[src/rtl/tick_gen_pkg.sv]
// Shared types and helpers for the multi-channel tick generator.
package tick_gen_pkg;

  localparam int CNT_W_DEF = 8;

  typedef logic [CNT_W_DEF-1:0] div_t;

  // A half-period of zero cycles has no meaning; such writes are dropped.
  function automatic logic div_valid(input div_t d);
    return (d != '0);
  endfunction

endpackage

[src/rtl/tick_div_channel.sv]
// One divider channel: half-period counter, live divisor, pending divisor,
// registered square wave and rising-edge strobe.
module tick_div_channel
  import tick_gen_pkg::*;
#(
  parameter int               CNT_W   = CNT_W_DEF,
  parameter logic [CNT_W-1:0] DIV_RST = CNT_W'(1)
) (
  input  logic             clk,
  input  logic             rst,      // synchronous, active low
  input  logic             en,
  input  logic             sync,
  input  logic             we,       // already qualified: nonzero and addressed here
  input  logic [CNT_W-1:0] wdata,
  output logic             clk_out,
  output logic             tick_out
);

  logic [CNT_W-1:0] cnt;
  logic [CNT_W-1:0] div_reg;
  logic [CNT_W-1:0] pend;
  logic             pend_vld;
  logic             clk_q;
  logic             tick_q;
  logic             terminal;

  // Last cycle of the current half-period; div_reg is never 0 so the
  // subtraction cannot underflow.
  always_comb begin
    terminal = (cnt == (div_reg - CNT_W'(1)));
  end

  // Priority: reset, disable, sync, terminal count, count. A new divisor only
  // takes effect where the counter restarts, so no half-period is truncated.
  always_ff @(posedge clk) begin
    if (!rst) begin
      cnt      <= '0;
      clk_q    <= 1'b0;
      tick_q   <= 1'b0;
      div_reg  <= DIV_RST;
      pend     <= '0;
      pend_vld <= 1'b0;
    end else if (!en) begin
      cnt    <= '0;
      clk_q  <= 1'b0;
      tick_q <= 1'b0;
      if (pend_vld) div_reg <= pend;
      pend_vld <= we;
      if (we) pend <= wdata;
    end else if (sync) begin
      // Same-cycle write wins over an older pending value.
      cnt      <= '0;
      clk_q    <= 1'b0;
      tick_q   <= 1'b0;
      pend_vld <= 1'b0;
      if (we)            div_reg <= wdata;
      else if (pend_vld) div_reg <= pend;
    end else if (terminal) begin
      // A write landing on the terminal cycle waits for the next one.
      cnt    <= '0;
      clk_q  <= ~clk_q;
      tick_q <= ~clk_q;
      if (pend_vld) div_reg <= pend;
      pend_vld <= we;
      if (we) pend <= wdata;
    end else begin
      cnt    <= cnt + CNT_W'(1);
      tick_q <= 1'b0;
      if (we) begin
        pend     <= wdata;
        pend_vld <= 1'b1;
      end
    end
  end

  assign clk_out  = clk_q;
  assign tick_out = tick_q;

endmodule

[src/rtl/tick_gen.sv]
// Multi-channel programmable clock/tick generator on the 1 MHz system clock.
// Decodes divisor writes to a channel and fans sync out to all channels.
module tick_gen
  import tick_gen_pkg::*;
#(
  parameter int                      NUM_CH   = 2,
  parameter int                      CNT_W    = CNT_W_DEF,
  parameter logic [NUM_CH*CNT_W-1:0] DIV_INIT = {8'd50, 8'd5},
  localparam int                     CH_W     = $clog2(NUM_CH)
) (
  input  logic              clock_1MHz,
  input  logic              rst,
  input  logic [NUM_CH-1:0] ch_enable,
  input  logic              cfg_we,
  input  logic [CH_W-1:0]   cfg_ch,
  input  logic [CNT_W-1:0]  cfg_div,
  input  logic              sync_in,
  output logic [NUM_CH-1:0] clk_out,
  output logic [NUM_CH-1:0] tick_out
);

  logic              div_ok;
  logic              ch_ok;
  logic              wr_ok;
  logic [NUM_CH-1:0] we_vec;

  // Zero-divisor check through the shared helper when widths line up.
  if (CNT_W == CNT_W_DEF) begin : g_div_chk
    assign div_ok = div_valid(cfg_div);
  end else begin : g_div_chk_w
    assign div_ok = |cfg_div;
  end

  // Channel indices past the last channel are dropped (non power-of-two NUM_CH).
  assign ch_ok = ({1'b0, cfg_ch} < (CH_W+1)'(NUM_CH));
  assign wr_ok = cfg_we & div_ok & ch_ok;

  for (genvar i = 0; i < NUM_CH; i++) begin : g_ch
    assign we_vec[i] = wr_ok & (cfg_ch == CH_W'(i));

    tick_div_channel #(
      .CNT_W   (CNT_W),
      .DIV_RST (DIV_INIT[i*CNT_W +: CNT_W])
    ) u_ch (
      .clk      (clock_1MHz),
      .rst      (rst),
      .en       (ch_enable[i]),
      .sync     (sync_in),
      .we       (we_vec[i]),
      .wdata    (cfg_div),
      .clk_out  (clk_out[i]),
      .tick_out (tick_out[i])
    );
  end

endmodule

[config.mk]
export PLATFORM = sky130hd
export DESIGN_NAME = tick_gen
export DESIGN_NICKNAME = d
export VERILOG_FILES = /design/src/rtl/tick_gen_pkg.sv /design/src/rtl/tick_div_channel.sv /design/src/rtl/tick_gen.sv
export SDC_FILE = /design/constraint.sdc
export NUM_CORES = 1
export LEC_CHECK = 0
export ABC_AREA = 1
export BUFFER_PORTS_ARGS = -buffer_cell sky130_fd_sc_hd__buf_2
export CAP_MARGIN = 0
export CORE_AREA = 2 2 85 87
export DETAILED_ROUTE_END_ITERATION = 6
export DIE_AREA = 0 0 87 89
export GPL_ROUTABILITY_DRIVEN = 0
export PLACE_DENSITY = 0.78
export SYNTH_ARGS = -nofsm -noshare
export SYNTH_HDL_FRONTEND = slang
export SYNTH_SLANG_ARGS = --single-unit
[constraint.sdc]
create_clock -name clock_1MHz -period 1.55 [get_ports clock_1MHz]
set_input_delay 0.31 -clock clock_1MHz [delete_from_list [all_inputs] [get_ports clock_1MHz]]
set_output_delay 0.31 -clock clock_1MHz [all_outputs]
set_load 0.05 [all_outputs]
# == After elaboration in Yosys (flattened, before gate mapping) ==
# Index checks and enable logic that the tools add are counted.
# word_totals
reg_bits,54
latchBits,0
mem_bits_rw,0
romBits,0
out_inout_bits,4
wordCells,66
mem_count,0
# op_classes
addsub,4
mul,0
n_div,0
magnitude_cmp,0
eq_ne,8
n_shift,0
mux,24
bitwise,11
reduce_logical,7
# ops
cell,n
8-bit two-way mux,16
8-bit by 1-bit adder with 8-bit output (second input constant),2
8-bit equality test,2
4-bit OR reduction,4
8-bit by 1-bit subtractor with 8-bit output (second input constant),2
1-bit two-way mux,8
4-bit by 1-bit inequality test with 1-bit output (second input constant),2
1-bit NOT,8
8-bit nonzero test,1
3-bit by 1-bit inequality test with 1-bit output (second input constant),2
3-bit OR reduction,2
2-bit inequality test (second input constant),2
1-bit AND,3

# == Longest topological paths before layout ==
# logic_depth
depth_word,7
depth_mapped,14
ltp_nobuf,14

# == Modules after synthesis ==
# From an unflattened synthesis, not the netlist that was laid out.
# unflattened
hier_cells,516
hier_area_um2,3306.9
# by_module_without_submodules
mod,n_inst,cells_each,area_each_um2,seq_area_each_um2
tick_div_channel (g_ch[0].u_ch),1,261,1636.6,540.5
tick_div_channel (g_ch[1].u_ch),1,244,1624.1,540.5
tick_gen,1,11,46.3,0.0

# == Least setup slack after synthesis ==
# OpenSTA, ideal clock, no wires.
# synth_path
path_kind,register to register
startpoint,register g_ch[0].u_ch.div_reg[0]
endpoint,register g_ch[0].u_ch.div_reg[1]
setup_time_ps,113
t_arrival_ps,1551
required_time_ps,1437
path_slack_ps,-114
path_stages_with_launch,14
path_buffers,1
synth_period_minus_slack_ps,1664
path_cell_list,dfxtp_1 > inv_2 > ha_1 > nand2_1 > nand2_1 > nand2_1 > nand2_1 > inv_2 > nand3_1 > nor2_1 > nand2_2 > buf_6 > a21oi_2 > nor2_1
# synth_between
elab_chain_len,3
# synth_rtl
item,line_no,source
"start, declared",tick_div_channel.sv:20,logic [CNT_W-1:0] div_reg;
"start signal, assigned",tick_div_channel.sv:47,if (pend_vld) div_reg <= pend;
"start signal, assigned",tick_div_channel.sv:56,if (we) div_reg <= wdata;
"start signal, assigned",tick_div_channel.sv:57,else if (pend_vld) div_reg <= pend;
8-bit by 1-bit subtractor with 8-bit output,tick_div_channel.sv:30,terminal = (cnt == (div_reg - CNT_W'(1)));
8-bit equality test,tick_div_channel.sv:30,
3-bit by 1-bit inequality test with 1-bit output (no source line),n/a,
# Every way passes these cells.
# A chain may end at the register's enable or synchronous reset.

# == Worst setup path in the final report ==
# layout_path
startpoint,register g_ch[0].u_ch.div_reg[0]
endpoint,register g_ch[0].u_ch.clk_q
# layout_between
elab_chain_len,2
# layout_rtl
item,line_no,source
8-bit by 1-bit subtractor with 8-bit output,tick_div_channel.sv:30,
8-bit equality test,tick_div_channel.sv:30,
"end signal, assigned",tick_div_channel.sv:61,clk_q <= ~clk_q;
"end, declared",tick_div_channel.sv:23,logic clk_q;
# Every way passes these cells.

==> run metrics <==
# hold bufs at CTS 0; Mean Syn Cell Area around 6.4 um^2; DP Worst Slack -0.171 ns; Hold/Removal Path Class in -> reg; Most common cell on crit path nand2_1; worst hold margin 0.355 ns; Final Setup Violations 36; CTS clock-pin slew for the worst setup and hold paths approximately 0.09 ns; first-pass GRT wire length 15,400 um; WL per Instance about 14 um; Register Area between 1000 and 1500 um^2; # fillers roughly 570; cell area after layout 4400 um^2; initial antenna violation count 0; RR Endpoint g_ch[0].u_ch.clk_out; cell accounting for the most synthesized area dfxtp_1; GRT overflow 0; startpoint types register; initial DRC count 143; Die W about 87 um; crit-path max cell delay between 0.3 and 0.4 ns; Sink Count between 50 and 60; Worst Skew ~0.0059 ns; cts bufs inserted 5; CP Capture Type register; WP data arrival 1.99 ns; commonest register cell after synthesis dfxtp_1; Worst-Margin Slew about 0.48 ns; Synth cell types 32; Post-Route Utilization between 60% and 70%; CP required 1.76 ns; gr usage total between 20 and 25%; clk_lat worst skew roughly 0.31 ns; CP delay by family, top simple AND/OR/NAND/NOR gates; GRT busiest layer met2; Seq cells post-synth 54; Syn-to-layout area delta 32.4%; most frequent cell after synthesis nand2_1; leakage power figure between 2 and 2.5 nW; top post-synthesis cells by count nand2_1 (134), inv_1 (55), dfxtp_1 (54); slew margin rel. 68.0%; met3 usage around 3.6%; Mapped Cells approximately 520; Levels on crit path 14; crit path max fanout 6; PnR worst setup slack -0.223 ns; # IOs 19; end point of the worst hold path g_ch[0].u_ch.div_reg[2]; area share of the largest cell type after synthesis approximately a third; status complete, but fails checks; Fmax achieved ~560 MHz; Hold Path Depth 2; IR drop worst, VDD 438 uV; number of flops mapped to enable cells by yosys 0; Post-Syn Area 3320 um^2; vias in the first global route 3,568; routed wire length roughly 9500 um; hold_sp rst; GRT met1 Usage around 27%; PwrDens 794 nW/um^2; crit-path cells inv_2 -> ha_4 -> nand2_1 -> nand2_1 -> nand2_1 -> nand2_1 -> inv_2 -> nand3_2 -> nor2_4 -> nand2_4 -> buf_6 -> buf_6 -> nand4_1 -> nand2_1; vias per inst roughly 5.4; Fin. Hold Viols 0; Crit-path slowest cell dfxtp_2; Syn Nets about 540; critical path class reg -> reg; R2R cell count 14; Area after DPL approximately 3800 um^2; CTS root buf clkbuf_8; synth warn 0; asr flop ratio synth 0%; FF-to-FF setup slack -0.22 ns; Initial Util between 40% and 50%; failing checks setup timing; RSZ-0062 raised after global routing yes; period utilisation layout 114%; largest net degree at the start of global routing 24; Via Count 3,574; H-Tree Depth 2; synth top area cells dfxtp_1 (33%), nand2_1 (15%), nand3_1 (7.7%); num rows 30; CTS tree yes; crit path buf inv count 4; DRC 0; diode count 0; DIE AREA roughly 7700 um^2; max-cap violations 0; worst r2r src g_ch[0].u_ch.div_reg[0]; clock period minus worst slack approximately 1.8 ns; DP Wirelength slightly above 6000 um; port bufs 18; global-route met2 utilization a little under half; Slew Viols, Final 0; CTS Buffer Depth 2; nets@finish about 600; Die H just under 90 um; layout cells sized above 1 between 30% and 40%; Final ANT Viol Nets 0; drt first pass iters 4; Multi-input gate area around 2200 um^2; Core Area approximately 6700 um^2; register area share after synthesis between 30% and 40%
==> cell families (layout without fill, tap and decap cells) <==
family	count (synthesis)	after routing	share of synthesized area [%]
AO/OA/AOI/OAI	64	64	10.5
XOR/XNOR	23	23	6.06
adder cells (fa/ha/maj)	4	4	1.51
buffers and inverters	91	155	11.6
flip-flops	54	54	32.5
multiplexers	1	1	0.301
AND/OR/NAND/NOR	279	282	37.5
==> routing by layer <==
metal	vias up	share of wire, %
met5	-	0
met4	0	3.1
met3	30	3.2
met2	95	53
met1	1656	40
li1	1793	-
==> worst reg2reg max path, delay by kind of cell, from the launching register on <==
family	cells	cell delay (ns)
simple gates	9	0.80
fa+ha+maj	1	0.18
flops	1	0.35
buf+inv	4	0.36
==> cells in the final DEF, fill, tap and decap left out, types with 10 or more instances in the layout <==
master / Yosys / routed
a21oi_1: 27 / 20
a21oi_2: 6 / 13
buf_2: 7 / 18
buf_4: 5 / 58
dfxtp_1: 54 / 49
inv_1: 55 / 51
inv_2: 10 / 13
nand2_1: 134 / 120
nand2_2: 2 / 12
nand3_1: 51 / 26
nand3_2: 4 / 27
nand4_1: 24 / 24
nor2_1: 48 / 38
nor2_2: 6 / 10
o21ai_0: 24 / 24
xor2_1: 15 / 13
==> per-stage QoR <==
| step | cells | total power (W) | TNS (ns) |
|---|---|---|---|
| final | 663 | 0.00349 | -6.12 |
| after global routing | 663 | 0.00367 | -9.33 |
| after CTS | 657 | 0.00339 | -2.60 |
| after detailed placement | 639 | 0.00233 | -3.52 |
| after global placement | 639 | 0.00231 | -2.04 |
| after floorplan | 516 | 0.00206 | -0.304 |
==> power by group <==
group	internal [W]	switching, W	leakage, nW
Combinational	0.000445	0.000576	1.54
Sequential	0.00146	0.0000683	0.441
Clock	0.000483	0.000466	0.0514
Total	0.00238	0.00111	2.03
==> worst max path at each step <==
stage / from / to / slack [ns]
6_report: g_ch[0].u_ch.div_reg[0] / g_ch[0].u_ch.clk_out / -0.22
5_1_grt: g_ch[0].u_ch.div_reg[1] / g_ch[0].u_ch.div_reg[1] / -0.30
4_1_cts: g_ch[0].u_ch.div_reg[0] / g_ch[0].u_ch.clk_out / -0.14
3_5_place_dp: g_ch[0].u_ch.div_reg[1] / g_ch[0].u_ch.div_reg[5] / -0.17
3_3_place_gp: g_ch[0].u_ch.div_reg[1] / g_ch[0].u_ch.div_reg[3] / -0.13
2_1_floorplan: g_ch[0].u_ch.div_reg[0] / g_ch[0].u_ch.div_reg[1] / -0.04
==> cell type report <==
cell class | count | area share (%)
clock buffers | 6 | 1.65
clock inverters | 2 | 0.853
inverters | 65 | 5.60
multi-input cells | 374 | 50.8
flip-flops and latches | 54 | 24.8
well taps | 80 | 2.28
repair buffers | 82 | 14.1
==> repair_timing <==
| action | CTS | global route |
|---|---|---|
| resized for setup | 39 | 39 |
| buffers inserted | 6 | 6 |
| pin swaps | 16 | 32 |
| cloned | 4 | 0 |
| setup endpoints to repair | 37 | 38 |
No activity file was read; power rests on OpenSTA's default activity.
